**config.mk**
```make
export PLATFORM = sky130hd
export DESIGN_NAME = pipeline_sequencer
export DESIGN_NICKNAME = d
export VERILOG_FILES = /design/src/rtl/pipeline_sequencer.sv
export SDC_FILE = /design/constraint.sdc
export NUM_CORES = 1
export LEC_CHECK = 0
export ABC_AREA = 0
export CAP_MARGIN = 5
export CORE_MARGIN = 2
export CORE_UTILIZATION = 45
export DETAILED_ROUTE_END_ITERATION = 10
export DONT_BUFFER_PORTS = 1
export GPL_ROUTABILITY_DRIVEN = 0
export HOLD_SLACK_MARGIN = 0.15
export SLEW_MARGIN = 20
export SYNTH_ARGS = -nofsm -noshare
export SYNTH_HDL_FRONTEND = slang
export SYNTH_SLANG_ARGS = --single-unit
```
**constraint.sdc**
```tcl
create_clock -name clk -period 2.1 [get_ports clk]
set_input_delay 0.105 -clock clk [delete_from_list [all_inputs] [get_ports clk]]
set_output_delay 0.105 -clock clk [all_outputs]
set_load 0.1 [all_outputs]
```
**src/rtl/pipeline_sequencer.sv**
```systemverilog
// pipeline_sequencer
//   Owns the PC enable and the four pipeline-register enables of the 5-stage
//   core. It handles post-reset fill, load-use stalls, jump flush and
//   data-memory wait freeze. A timeout forces the pipeline to resume if the
//   memory wait lasts too long.
//
// Parameters
//   LOAD_STALL_CYCLES  bubble cycles per load-use hazard (1..15)
//   MEM_TIMEOUT        max consecutive wait cycles before forced resume (1..255)
//
// Ports
//   clk, rst_n                      clock, async active-low reset
//   id_opcode/id_rs/id_rt           instruction currently in ID
//   ex_rt, ex_mem_read              destination and lw flag of EXE instruction
//   mem_busy                        data memory not ready this cycle
//   pc_enable .. mem_wr_enable      register load enables (active high)
//   if_id_flush, id_exe_bubble      NOP injection into IF/ID, ID/EXE
//   mem_timeout                     sticky wait-timeout error, reset only
//   stall_count                     (STALL_COUNT_EN only) saturating count of
//                                   cycles outside FILL with pc_enable low
//
// Optional feature macro: STALL_COUNT_EN
module pipeline_sequencer #(
    parameter int LOAD_STALL_CYCLES = 1,
    parameter int MEM_TIMEOUT       = 255
) (
    input  logic        clk,
    input  logic        rst_n,
    input  logic [5:0]  id_opcode,
    input  logic [4:0]  id_rs,
    input  logic [4:0]  id_rt,
    input  logic [4:0]  ex_rt,
    input  logic        ex_mem_read,
    input  logic        mem_busy,
    output logic        pc_enable,
    output logic        if_id_enable,
    output logic        id_exe_enable,
    output logic        exe_mem_enable,
    output logic        mem_wr_enable,
    output logic        if_id_flush,
    output logic        id_exe_bubble,
`ifdef STALL_COUNT_EN
    output logic [15:0] stall_count,
`endif
    output logic        mem_timeout
);

    typedef enum logic [1:0] {FILL, RUN, LOAD_STALL, MEM_WAIT} state_t;

    localparam bit MULTI_STALL = (LOAD_STALL_CYCLES > 1);

    state_t     state, state_d;
    logic [1:0] fill_cnt, fill_d;
    logic [3:0] stall_cnt, stall_d;
    logic [7:0] wait_cnt, wait_d;
    logic       to_q, to_d;
    logic       ign_busy, ign_d;   // one-cycle mem_busy mask after forced resume

    logic uses_rt, hazard, is_jump, run_eval, busy_eff;
    logic pc_c, ifid_c, idexe_c, exemem_c, memwr_c, flush_c, bubble_c;

    always_comb begin
        case (id_opcode)
            6'h20, 6'h24, 6'h25, 6'h27, 6'h22, 6'h00, 6'h02, 6'h33: uses_rt = 1'b1;
            default:                                                uses_rt = 1'b0;
        endcase
    end

    assign hazard   = ex_mem_read && (ex_rt != 5'd0) &&
                      ((ex_rt == id_rs) || ((ex_rt == id_rt) && uses_rt));
    assign is_jump  = (id_opcode == 6'h03);
    assign busy_eff = mem_busy && !(ign_busy && state == RUN);

    always_comb begin
        pc_c = 1'b0; ifid_c = 1'b0; idexe_c = 1'b0; exemem_c = 1'b0; memwr_c = 1'b0;
        flush_c = 1'b0; bubble_c = 1'b0;
        state_d = state; fill_d = fill_cnt; stall_d = stall_cnt; wait_d = wait_cnt;
        to_d = to_q; ign_d = 1'b0; run_eval = 1'b0;

        unique case (state)
            FILL: begin
                pc_c     = 1'b1;
                ifid_c   = 1'b1;
                idexe_c  = (fill_cnt >= 2'd1);
                exemem_c = (fill_cnt >= 2'd2);
                memwr_c  = (fill_cnt == 2'd3);
                if (fill_cnt == 2'd3) state_d = RUN;
                else                  fill_d  = fill_cnt + 2'd1;
            end
            LOAD_STALL: begin
                if (mem_busy) begin
                    // remaining bubble cycles are dropped; the wait freezes everything
                    state_d = MEM_WAIT;
                    wait_d  = 8'd1;
                    stall_d = 4'd0;
                end else begin
                    idexe_c = 1'b1; exemem_c = 1'b1; memwr_c = 1'b1; bubble_c = 1'b1;
                    if (stall_cnt == 4'(LOAD_STALL_CYCLES - 1)) begin
                        state_d = RUN;
                        stall_d = 4'd0;
                    end else begin
                        stall_d = stall_cnt + 4'd1;
                    end
                end
            end
            MEM_WAIT: begin
                if (mem_busy) begin
                    if (wait_cnt == 8'(MEM_TIMEOUT)) begin
                        to_d    = 1'b1;
                        ign_d   = 1'b1;
                        state_d = RUN;
                        wait_d  = 8'd0;
                    end else if (wait_cnt != 8'hFF) begin
                        wait_d = wait_cnt + 8'd1;
                    end
                end else begin
                    // memory ready: this cycle already behaves as a RUN cycle,
                    // so the freeze lasts exactly as long as mem_busy is high
                    run_eval = 1'b1;
                end
            end
            RUN: run_eval = 1'b1;
        endcase

        if (run_eval) begin
            if (busy_eff) begin
                state_d = MEM_WAIT;
                wait_d  = 8'd1;
            end else if (hazard) begin
                // hold PC and IF/ID, push a NOP into ID/EXE; a jump in ID waits
                idexe_c = 1'b1; exemem_c = 1'b1; memwr_c = 1'b1; bubble_c = 1'b1;
                wait_d  = 8'd0;
                if (MULTI_STALL) begin
                    state_d = LOAD_STALL;
                    stall_d = 4'd1;
                end else begin
                    state_d = RUN;
                end
            end else begin
                pc_c = 1'b1; ifid_c = 1'b1; idexe_c = 1'b1; exemem_c = 1'b1; memwr_c = 1'b1;
                flush_c = is_jump;
                wait_d  = 8'd0;
                state_d = RUN;
            end
        end
    end

    always_ff @(posedge clk or negedge rst_n) begin
        if (!rst_n) begin
            state     <= FILL;
            fill_cnt  <= 2'd0;
            stall_cnt <= 4'd0;
            wait_cnt  <= 8'd0;
            to_q      <= 1'b0;
            ign_busy  <= 1'b0;
        end else begin
            state     <= state_d;
            fill_cnt  <= fill_d;
            stall_cnt <= stall_d;
            wait_cnt  <= wait_d;
            to_q      <= to_d;
            ign_busy  <= ign_d;
        end
    end

`ifdef STALL_COUNT_EN
    always_ff @(posedge clk or negedge rst_n) begin
        if (!rst_n)
            stall_count <= 16'd0;
        else if (state != FILL && !pc_c && stall_count != 16'hFFFF)
            stall_count <= stall_count + 16'd1;
    end
`endif

    // FILL at count 0 already enables PC/IF-ID, so reset must force outputs low
    assign pc_enable      = rst_n & pc_c;
    assign if_id_enable   = rst_n & ifid_c;
    assign id_exe_enable  = rst_n & idexe_c;
    assign exe_mem_enable = rst_n & exemem_c;
    assign mem_wr_enable  = rst_n & memwr_c;
    assign if_id_flush    = rst_n & flush_c;
    assign id_exe_bubble  = rst_n & bubble_c;
    assign mem_timeout    = to_q;

endmodule

```
==> impl_summary.txt <==
----------------------------------------------------
[Logic synthesis]
  Post-Synthesis Cell Area ... around 1200 um^2
  Number of enable flip-flop cells after synthesis ... 0
  Post-synth cell types ... 37
  Average cell area after synthesis ... about 8.6 um^2
  Count of yosys warnings during synthesis ... 0
  Synthesized instance count ... roughly 150
  Sequential-to-total area share from yosys stat ... 36.14%
  Async S/R FF share, synth ... between 90% and 100%
  Synth Register Bits ... 18
  Most used flip-flop cell after synthesis ... dfrtp_1
  Post-synth net total ... approximately 180

[STA]
  Setup repair after global routing missed its margin ... no
  Transition time of the tightest slew-check pin ... approximately 0.81 ns
  Normalized max-slew margin ... a little under half
  Fin Clk Skew ... around 0.0025 ns
  Setup_tns ... 0 ns
  Post-layout min period ... around 1.9 ns
  Highest achievable clock rate ... ~520 MHz
  Final worst slack ... roughly 0.16 ns
  Setup violators final ... 0
  Fin Hold WS ... 0.1703 ns
  Max-slew violation count ... 0
  Share of the clock period used by the worst path ... about 92%
  Final count of hold timing violations ... 0

[Critical path]
  Worst reg2reg setup slack ... about 0.40 ns
  Top fanout value on the critical path ... 13
  Launching point of the worst reg2reg path ... wait_cnt[0]$_DFFE_PN0P_
  Capturing point of the worst reg2reg path ... wait_cnt[3]$_DFFE_PN0P_
  CP Class ... reg2out
  Endpoint arrival time on the critical path ... 1.83 ns
  Critical path origin ... state[1]$_DFFE_PN0P_
  Number of cell instances on the worst register-to-register path ... 6
  CP startpoint kind ... register
  Endpoint class of the critical path ... primary output
  Critical path data required time ... approximately 2.0 ns

[Detailed routing]
  Wire length on met2 ... roughly 1200 um
  Wirelength, routed ... between 2000 and 2500 um
  Uppermost signal routing layer after detailed routing ... met4
  Post-route DRC ... 0
  Number of DRC markers in iteration 0 ... 40
  Total iterations of the first detailed-routing run ... 4
  Avg Vias per Cell ... roughly 5.6
  Routed Antenna Nets ... 0
  Vias ... a little over 1000
  Wirelength per Cell ... approximately 13 um
  Length of routed met3 wiring ... around 88 um
  Met1 Routed Length ... about 1100 um

[Hold path]
  Hold/Removal Path Class ... in2reg
  Hold Path Sink ... wait_cnt[0]$_DFFE_PN0P_
  Hold path startpoint ... mem_busy
  Worst Hold Depth ... 3

[Clock network]
  Count of buffers added by post-CTS timing repair for setup ... 0
  Max clock buf depth ... 2
  Number of clock buffers inserted by TritonCTS ... 3
  Clock root buffer ... clkbuf_4
  H-tree lvl count ... 1
  Clock tree from TritonCTS ... done
  Skew-Pair Late Insertion Delay ... roughly 0.30 ns
  Clock transition time at the flip-flop clock pins of the worst setup and hold paths ... ~0.10 ns
  Number of clock sinks ... 18

[Finish]
  Fill cell total of the finished layout ... roughly 250
  Synth-to-layout area growth ... 13.35%
  Filler-free cell count of the finished design ... 185
  Multi-input gate area ... between 700 and 800 um^2
  N_diodes ... 0
  Fraction of final layout cells sized beyond drive strength 1 ... 16.23%
  Net count, final ... roughly 190
  Area of all sequential standard cells ... 450.4 um^2

[Die]
  Die X ... between 50 and 60 um
  Top-level I/O count ... 33
  Starting Density ... a little under half
  Height of the chip ... around 57 um
  Number of rows created at floorplan ... 19
  Area of the placeable core ... 2686 um^2
  Full die area ... 3206 um^2

[Global route]
  Antenna violations before repair ... 0
  Wire length of the first global-routing pass ... ~4300 um
  Global router's overall resource usage ... 16.80%
  Total congestion overflow ... 0
  Vias in the first global route ... roughly 990
  Pin count of the biggest net entering global routing ... 19

[Placed design]
  Cell count after placement ... 180
  Pre-CTS WS ... about 0.33 ns
  Final HPWL DP ... approximately 1900 um
  Port Buffers ... 0

[Outcome]
  Run status ... finished clean

[Pwr]
  Reported leakage power ... between 0.5 and 0.6 nW
  Total power of the final layout ... ~0.94 mW
  VDD IR-drop max ... just under 0.6 mV
  Power density relative to cell area ... about 670 nW/um^2

[Run]
  Max-capacitance violation count ... 0

----------------------------------------------------
-- power by group --
part	internal [mW]	switching [mW]
clock network	0.0669	0.104
registers	0.405	0.0585
logic	0.118	0.189
total	0.590	0.352
-- flip-flops by register name, summed over array words and instances (netlist names) --
register,count
wait_cnt,8
stall_cnt,4
fill_cnt,2
state,2
ign_busy,1
mem_timeout,1
-- Yosys cell counts (3+ instances only) --
| library cell | count | area, um^2 |
|---|---|---|
| xor2_1 | 4 | 35.03 |
| ha_1 | 6 | 75.07 |
| nor2_1 | 14 | 52.55 |
| o21ai_0 | 21 | 105.1 |
| inv_1 | 8 | 30.03 |
| nor3_1 | 5 | 25.02 |
| dfrtp_1 | 18 | 450.4 |
| a21oi_1 | 5 | 25.02 |
| nor2b_1 | 3 | 18.77 |
| nand2_1 | 13 | 48.80 |
| o31ai_1 | 3 | 22.52 |
| xnor2_1 | 8 | 70.07 |
| nand3_1 | 8 | 40.04 |
-- per-layer routing --
metal  global-route usage [%]  vias to the layer above
met1                    22.68                      482
met5                        0                        -
li1                         -                      532
met4                    8.503                        0
met3                    2.074                        5
met2                    26.41                       19
-- cell usage in the layout (no fill, tap or decap), types with 2 or more instances in the layout --
cell / netlist / routed
nand4_1: 2 / 2
nand2_1: 13 / 13
dlygate4sd3_1: 0 / 2
inv_1: 8 / 8
clkbuf_4: 0 / 3
o21ai_0: 21 / 20
xnor2_1: 8 / 8
o31ai_1: 3 / 3
ha_1: 6 / 6
a21oi_2: 0 / 3
nor2_1: 14 / 13
dfrtp_1: 18 / 18
nand2b_1: 2 / 2
a21oi_1: 5 / 2
nand3_1: 8 / 8
nor3_1: 5 / 5
xor2_1: 4 / 4
buf_4: 1 / 7
nor2b_1: 3 / 3
-- per-stage QoR --
| stage | area (um^2) | utilization [%] |
|---|---|---|
| 2_1_floorplan | 1266 | - |
| 3_3_place_gp | 1366 | 50.86 |
| 3_5_place_dp | 1366 | 50.86 |
| 4_1_cts | 1409 | 52.45 |
| 5_1_grt | 1413 | 52.59 |
| 6_report | 1413 | 52.59 |
-- logic make-up after synthesis --
kind of cell,after synthesis,synth area share (%)
adders and majority gates,6,6.024
xor gates and xnor gates,12,8.434
AOI/OAI and AO/OA,40,21.59
buffers and inverters,12,4.117
and+or+nand+nor,57,23.70
DFF,18,36.14
-- what timing repair did --
item | in CTS | in global routing
gates resized for setup | 0 | 2
hold endpoints to repair | 24 | 0
hold buffers | 2 | 0
endpoints found under the setup margin | 0 | 3
-- worst max path at each step --
stage / to / slack, ns / cells past startpoint
finish: pc_enable / 0.16 / 5
detailed placement: pc_enable / 0.33 / 5
CTS: pc_enable / 0.001 / 5
global placement: pc_enable / 0.41 / 5
global route: pc_enable / 0.03 / 5
floorplan: exe_mem_enable / -0.32 / 6
-- cell type report --
type	count	area share, %
repair buffers	10	6.554
well taps	31	2.746
flip-flops and latches	18	31.89
clock buffers	3	1.594
inverters	8	2.126
multi-input cells	115	55.09
-- worst max-delay path, stage by stage (launching register included) --
cell and delay (ns):
dfrtp_1 0.51, o21ai_2 0.23, a21oi_1 0.10, nor4_1 0.28, a211o_2 0.17, buf_12 0.24
No activity file was read; power rests on OpenSTA's default activity.
